### src/rtl/instr_fetch_pkg.sv
// Shared fetch-stage constants: FSM state encodings, instruction format
// bit positions and PC arithmetic helpers.
package instr_fetch_pkg;

  // Fetch FSM states (2-bit encodings).
  typedef enum logic [1:0] {
    FETCH_S_REQ1 = 2'b00,  // fetch the first instruction word
    FETCH_S_REQ2 = 2'b01,  // fetch the trailing immediate word
    FETCH_S_OUT  = 2'b10   // bundle presented to the decoder
  } fetch_state_t;

  // Instruction bit that marks a two-word (instruction + immediate) bundle.
  localparam int unsigned INSTR_TWO_WORD_BIT = 15;

  // Instruction addresses are halfword aligned; bit 0 is always dropped.
  localparam logic [15:0] PC_ALIGN_MASK = 16'hFFFE;

  // Byte distance between consecutive 16-bit words.
  localparam logic [15:0] PC_STEP = 16'd2;

  // Address of the following word, wrapping modulo 2^16.
  function automatic logic [15:0] next_word_addr(input logic [15:0] addr);
    return addr + PC_STEP;
  endfunction

endpackage

### src/rtl/instr_fetch.sv
// Instruction fetch stage: owns the program counter, reads 16-bit words over
// a req/ack memory port, gathers the optional immediate word and hands the
// bundle to the decoder over valid/ready. Redirects from execute discard any
// in-flight work; a request already on the bus is allowed to complete and
// its data is thrown away (flush) so the memory handshake is never broken.
module instr_fetch
  import instr_fetch_pkg::*;
#(
  parameter logic [15:0] RESET_PC = 16'h0000
) (
  input  logic        clk,
  input  logic        rst_n,
  output logic        mem_req,
  output logic [15:0] mem_addr,
  input  logic        mem_ack,
  input  logic [15:0] mem_rdata,
  input  logic        redirect_en,
  input  logic [15:0] redirect_pc,
  output logic        instr_valid,
  input  logic        instr_ready,
  output logic [15:0] instruction,
  output logic [15:0] imm_word,
  output logic        two_word,
  output logic [15:0] instr_pc
);

  localparam logic [15:0] RESET_PC_ALIGNED = RESET_PC & PC_ALIGN_MASK;

  fetch_state_t state_reg, state_next;
  logic [15:0]  pc_reg, pc_next;
  logic         flush_reg, flush_next;
  logic         mem_req_reg, mem_req_next;
  logic [15:0]  mem_addr_reg, mem_addr_next;
  logic [15:0]  instruction_reg, instruction_next;
  logic [15:0]  imm_word_reg, imm_word_next;
  logic         two_word_reg, two_word_next;
  logic [15:0]  instr_pc_reg, instr_pc_next;

  logic         ack_taken;
  logic [15:0]  redirect_target;

  // An ack only counts while our request is actually on the bus.
  assign ack_taken       = mem_req_reg & mem_ack;
  assign redirect_target = redirect_pc & PC_ALIGN_MASK;

  // State and datapath registers; reset drops everything immediately.
  always_ff @(posedge clk or negedge rst_n) begin
    if (!rst_n) begin
      state_reg       <= FETCH_S_REQ1;
      pc_reg          <= RESET_PC_ALIGNED;
      flush_reg       <= 1'b0;
      mem_req_reg     <= 1'b0;
      mem_addr_reg    <= RESET_PC_ALIGNED;
      instruction_reg <= 16'h0000;
      imm_word_reg    <= 16'h0000;
      two_word_reg    <= 1'b0;
      instr_pc_reg    <= 16'h0000;
    end else begin
      state_reg       <= state_next;
      pc_reg          <= pc_next;
      flush_reg       <= flush_next;
      mem_req_reg     <= mem_req_next;
      mem_addr_reg    <= mem_addr_next;
      instruction_reg <= instruction_next;
      imm_word_reg    <= imm_word_next;
      two_word_reg    <= two_word_next;
      instr_pc_reg    <= instr_pc_next;
    end
  end

  // Next-state, PC update, bundle capture and memory request generation.
  always_comb begin
    state_next       = state_reg;
    pc_next          = pc_reg;
    flush_next       = flush_reg;
    instruction_next = instruction_reg;
    imm_word_next    = imm_word_reg;
    two_word_next    = two_word_reg;
    instr_pc_next    = instr_pc_reg;

    case (state_reg)
      FETCH_S_REQ1, FETCH_S_REQ2: begin
        if (redirect_en) begin
          // A request still waiting for its ack must run to completion;
          // remember to drop its data. Otherwise nothing is outstanding.
          pc_next    = redirect_target;
          state_next = FETCH_S_REQ1;
          flush_next = mem_req_reg & ~mem_ack;
        end else if (ack_taken) begin
          if (flush_reg) begin
            // Wrong-path data: discard and start fetching at the new pc.
            flush_next = 1'b0;
            state_next = FETCH_S_REQ1;
          end else if (state_reg == FETCH_S_REQ1) begin
            instruction_next = mem_rdata;
            instr_pc_next    = pc_reg;
            pc_next          = next_word_addr(pc_reg);
            if (mem_rdata[INSTR_TWO_WORD_BIT]) begin
              two_word_next = 1'b1;
              state_next    = FETCH_S_REQ2;
            end else begin
              two_word_next = 1'b0;
              imm_word_next = 16'h0000;
              state_next    = FETCH_S_OUT;
            end
          end else begin
            imm_word_next = mem_rdata;
            pc_next       = next_word_addr(pc_reg);
            state_next    = FETCH_S_OUT;
          end
        end
      end

      FETCH_S_OUT: begin
        // Redirect wins over a same-cycle ready: the bundle is wrong-path.
        if (redirect_en) begin
          pc_next    = redirect_target;
          state_next = FETCH_S_REQ1;
        end else if (instr_ready) begin
          state_next = FETCH_S_REQ1;
        end
      end

      default: begin
        state_next = FETCH_S_REQ1;
        flush_next = 1'b0;
      end
    endcase

    // Request is raised one cycle after entering a fetch state and dropped
    // for at least one cycle after every ack, giving the 3/5-cycle cadence.
    mem_req_next = (state_reg != FETCH_S_OUT) && !ack_taken;

    // The address is frozen while a request is on the bus so it cannot move
    // under the memory; between requests it follows the upcoming pc.
    mem_addr_next = mem_req_reg ? mem_addr_reg : pc_next;
  end

  assign mem_req     = mem_req_reg;
  assign mem_addr    = mem_addr_reg;
  assign instr_valid = (state_reg == FETCH_S_OUT);
  assign instruction = instruction_reg;
  assign imm_word    = imm_word_reg;
  assign two_word    = two_word_reg;
  assign instr_pc    = instr_pc_reg;

endmodule

### config.mk
export PLATFORM = sky130hd
export DESIGN_NAME = instr_fetch
export DESIGN_NICKNAME = d
export VERILOG_FILES = /design/src/rtl/instr_fetch_pkg.sv /design/src/rtl/instr_fetch.sv
export SDC_FILE = /design/constraint.sdc
export NUM_CORES = 1
export LEC_CHECK = 0
export ABC_AREA = 1
export CORE_ASPECT_RATIO = 1.5
export CORE_MARGIN = 3
export CORE_UTILIZATION = 35
export DETAILED_ROUTE_END_ITERATION = 6
export GPL_TIMING_DRIVEN = 0
export PLACE_DENSITY_LB_ADDON = 0.3
export SLEW_MARGIN = 30
export SYNTH_ARGS = -nofsm -noshare
export SYNTH_HDL_FRONTEND = slang
export SYNTH_SLANG_ARGS = --single-unit
export TNS_END_PERCENT = 100
### constraint.sdc
create_clock -name clk -period 3.3 [get_ports clk]
set_input_delay 0.66 -clock clk [delete_from_list [all_inputs] [get_ports clk]]
set_output_delay 0.66 -clock clk [all_outputs]
set_load 0.05 [all_outputs]
# Word level (Yosys, flattened, before mapping)

Index checks and enable logic that the tools add are counted.

Flip-flop bits (word level): 85
Input port bits: 37
Logic and storage cells: 49

$add $sub $neg: 1
Eq/ne operators: 6
Mux-type cells: 19
Bitwise operators: 6
Reduce and logical (&&, ||, !) cells: 8

Operators by type and width:

| kind                  | number |
|---|---|
| $mux 16               | 6 |
| $pmux 16 s2           | 1 |
| $add 16x2->16 const B | 1 |
| $mux 2                | 7 |
| $reduce_and 5->1      | 2 |
| $ne 2x2->1 const B    | 2 |
| $not 1->1             | 4 |
| $pmux 2 s2            | 1 |
| $reduce_and 2->1      | 2 |
| $mux 1                | 3 |
| $ne 3x2->1 const B    | 1 |
| $ne 3x3->1 const B    | 1 |
| $and 1x1->1           | 2 |
| $eq 2x1->1 const B    | 1 |
| $eq 2x2->1 const B    | 1 |
| $logic_not 2->1       | 1 |
| $pmux 1 s2            | 1 |
| $reduce_or 2->1       | 1 |
| $logic_and 1x1->1     | 1 |
| $logic_not 1->1       | 1 |

# Depth between registers and ports, before layout

Word-level depth: 6
Mapped depth: 11
Depth with buffers taken out: 10

# Worst setup path after synthesis

No wires, ideal clock.

Path kind: register -> register
Start point: register mem_req_reg, in the netlist mem_req
End point: register instr_pc_reg[10], in the netlist instr_pc[10]
Setup time: 122 ps
Arrival: 1618 ps
Required time: 3178 ps
Slack: 1560 ps
Stages on the path, launching flop included: 10
Path buffers: 2
Path through: dfrtp_1 -> buf_4 -> nand2_4 -> inv_2 -> nand2_2 -> nor2_8 -> inv_4 -> buf_2 -> nand2_1 -> o21ai_1

Cells in the longest elaborated chain, start to end: 2

RTL lines:

| item                       | line              | RTL |
|---|---|---|
| start, declared            | instr_fetch.sv:32 | `logic mem_req_reg, mem_req_next;` |
| start signal, assigned     | instr_fetch.sv:62 | `mem_req_reg <= mem_req_next;` |
| $and 1x1->1                | instr_fetch.sv:43 | `assign ack_taken = mem_req_reg & mem_ack;` |
| $reduce_and 5->1 (no line) | --                |  |
| end signal, assigned       | instr_fetch.sv:67 | `instr_pc_reg <= instr_pc_next;` |
| end, declared              | instr_fetch.sv:37 | `logic [15:0] instr_pc_reg, instr_pc_next;` |

No other way between the ends.
A chain may end at the register's enable or synchronous reset.

# Worst setup path in the final report

Start point: register state_reg[1]
End point: output instr_valid

Cells in the longest elaborated chain, start to end: 1

RTL lines:

| item                   | line               | RTL |
|---|---|---|
| start, declared        | instr_fetch.sv:29  | `fetch_state_t state_reg, state_next;` |
| start signal, assigned | instr_fetch.sv:59  | `state_reg <= state_next;` |
| $eq 2x2->1             | instr_fetch.sv:141 | `assign instr_valid = (state_reg == FETCH_S_OUT);` |
| end, declared          | instr_fetch.sv:19  | `output logic instr_valid,` |

No other way between the ends.

==> results.cfg <==
[final_layout]
final_cell_mix = 175 x nand2_1, 100 x clkdlybuf4s50_1, 84 x dfrtp_1
fin_nets = 628
final_common_cell = nand2_1
fin_util_pct = 50.3
multi_input_area_sq_um = 1570
num_antenna_cells = 0
layout.cells.non_filler = 738
nFillCells = 1087
layout-drive-gt1-share_pct = 9.60
regArea_sq_um = 2100
synthToLayoutAreaGrowth_pct = 37.5
fin_area_sq_um = 5420

[global_route]
antenna_found_initial = 0
grt_overflow = 0
grtUsageTotal_pct = 18.2
grt_pass1_vias = 3658
grt_pass1_wl_mm = 18.2
grt_max_degree = 54

[drt]
drtAntennaViolNets = 0
drc = 0
highest_layer = met4
wl_mm = 11.0
met2_length_mm = 5.86
wl_met3_um = 507
routedLengthMet1_mm = 4.41
vias_per_cell = 4.73
drt_first_iter_violations = 181
drtPass1Iterations = 4
routedWlPerCell_um = 14.9
num_vias = 3494

[placement]
portBuffers = 101
place_congestion = 0.828
hpwl_mm = 8.47
pre_cts_ws_ns = 0.934
placed_cells = 723
post_dp_cell_area_sq_um = 5160

[clock_network]
clockBufferDepth = 2
ctsHoldBuffers = 0
cts.sink_count = 84
tritoncts = built
cts_inserted_buffers = 9
post_cts_buffers = 0
htreeDepth = 3
cts-root-buf = clkbuf_16
cts_resized = 0
clkTransAtPathRegs_ns = 0.06
clock_latency_ns = 0.33

[synthesis]
synth_compound_area_share_pct = 11.7
syn_inst = 477
synthXorXnorAreaFrac_pct = 0
synth_top_family_by_area = simple AND/OR/NAND/NOR gates
syn_nets = 515
avgSynthCellArea_sq_um = 8.26
synth_fa_ha_area_share_pct = 0.318
yosys.area_share.simple_pct = 27.4
yosysUniqueCellTypes = 33
ys_seq_elements = 84
netlist_area_sq_um = 3940
ys_warn_count = 0
synthMuxAreaShare_pct = 0.508
ys_seq_area_share_pct = 53.4

[setup_path]
r2r_start = mem_req
worstSetupPathType = flip-flop to output port
rr_worst_depth = 10
crit_path_end_kind = output port
worst_ep_required_time_ns = 2.64
start_kind = flip-flop
rr_endpoint = mem_addr[14]
r2r_setup_slack_ns = 1.60
cp.arrival_ns = 1.97
worstPathMaxFanout = 8

[timing]
hold_violations = 0
max_freq_ghz = 0.380
period_share_pct = 79.7
worst_pin_slew_ns = 0.541
setup_slack_ns = 0.671
setup_viol = 0
finalSetupTns_ns = 0
post-route-min-period_ns = 2.63
slew_violations = 0
rsz0062_at_grt = no
fin_skew_ns = 0.00379
fin_hold_ws_ns = 0.206
maxSlewHeadroom_pct = 63.8

[floorplan]
die_area_sq_um = 12600
die_w_um = 92.6
die_y_um = 136
io_pins = 104
num_rows = 46
start_util_pct = 36.6
core_sq_um = 10800

[pwr]
totalPowerFinal_mw = 4.43
switching_share_pct = 44.3
combPwrFrac_pct = 45.9
vdd.ir_drop.worst_v = 0.000375
p_switching_mw = 1.96
power_density_nw_per_um2 = 818
clockPowerShare_pct = 19.9
p_seq_share_pct = 34.2
p_leak_nw = 2.53
intPower_mw = 2.47

[job]
cap_violations = 0

[worst_hold_path]
hp-class = input port to async pin

[run_status]
status = completed
[Yosys cell counts]
master    count  share of area [%]
a21oi_1      13                1.7
a31oi_1       2               0.32
a32oi_1       1               0.22
buf_2        13                1.7
buf_4         2               0.38
buf_6         3               0.86
clkbuf_1      3               0.29
clkinv_1      1              0.095
dfrtp_1      84                 53
ha_1          1               0.32
inv_1        30                2.9
inv_2         5               0.48
inv_4         1               0.16
mux2i_1       2               0.51
nand2_1     175                 17
nand2_2       2               0.32
nand2_4       1               0.29
nand3_1      26                3.3
nand3_2       1               0.25
nand4_1       6               0.95
nand4_2       1               0.32
nor2_1       28                2.7
nor2_2        5               0.79
nor2_4        3               0.86
nor2_8        1               0.51
nor3_1        1               0.13
o211ai_2      1               0.32
o21a_1        5               0.95
o21ai_0      20                2.5
o21ai_1      24                3.0
o22ai_1       2               0.32
o31ai_1      12                2.3
or2_2         2               0.32
[power groups by stage]
stage          Combinational, mW  Clock, mW  Sequential (mW)
6_report                    2.04      0.882             1.51
5_1_grt                     2.16      0.942             1.55
4_1_cts                     2.06      0.908             1.52
3_5_place_dp                2.05          0             1.53
3_3_place_gp                2.03          0             1.52
2_1_floorplan              0.454          0             2.37
[final cells by class]
class	instances	area share [%]
Sequential cell	84	38.8
Timing Repair Buffer	102	19.2
Multi-Input combinational cell	335	29.0
Clock buffer	10	4.23
Clock inverter	5	0.554
Buffer	21	2.31
Tap cell	144	3.33
Inverter	37	2.61
[metal layers]
metal  GRT usage, %  up-vias
met5              0        -
met4           6.28        0
met3           3.10       15
met2           33.5       99
met1           21.2     1620
li1               -     1760
[critical path, cell delays in order (launching register included)]
cell and delay (ns):
dfrtp_1 0.47, inv_2 0.15, nor2_4 0.18, clkdlybuf4s50_1 0.83
[cell families (layout without fill, tap and decap cells)]
group           Yosys count  after routing
buf+inv                  58            175
mux                       2              2
simple gates            252            252
flops                    84             84
fa+ha+maj                 1              1
compound gates           80             80
[worst max-delay path by stage]
stage	end	startpoint	cells after the start	slack (ns)
floorplan	instr_pc[10]	mem_req	9	1.56
global placement	instruction[13]	rst_n	1	-1.39
detailed placement	mem_addr[14]	mem_ack	10	0.93
CTS	instr_valid	state_reg[1]	3	0.65
global route	instr_valid	state_reg[1]	3	0.59
finish	instr_valid	state_reg[1]	3	0.67
Power figures use the tool's default switching activity.
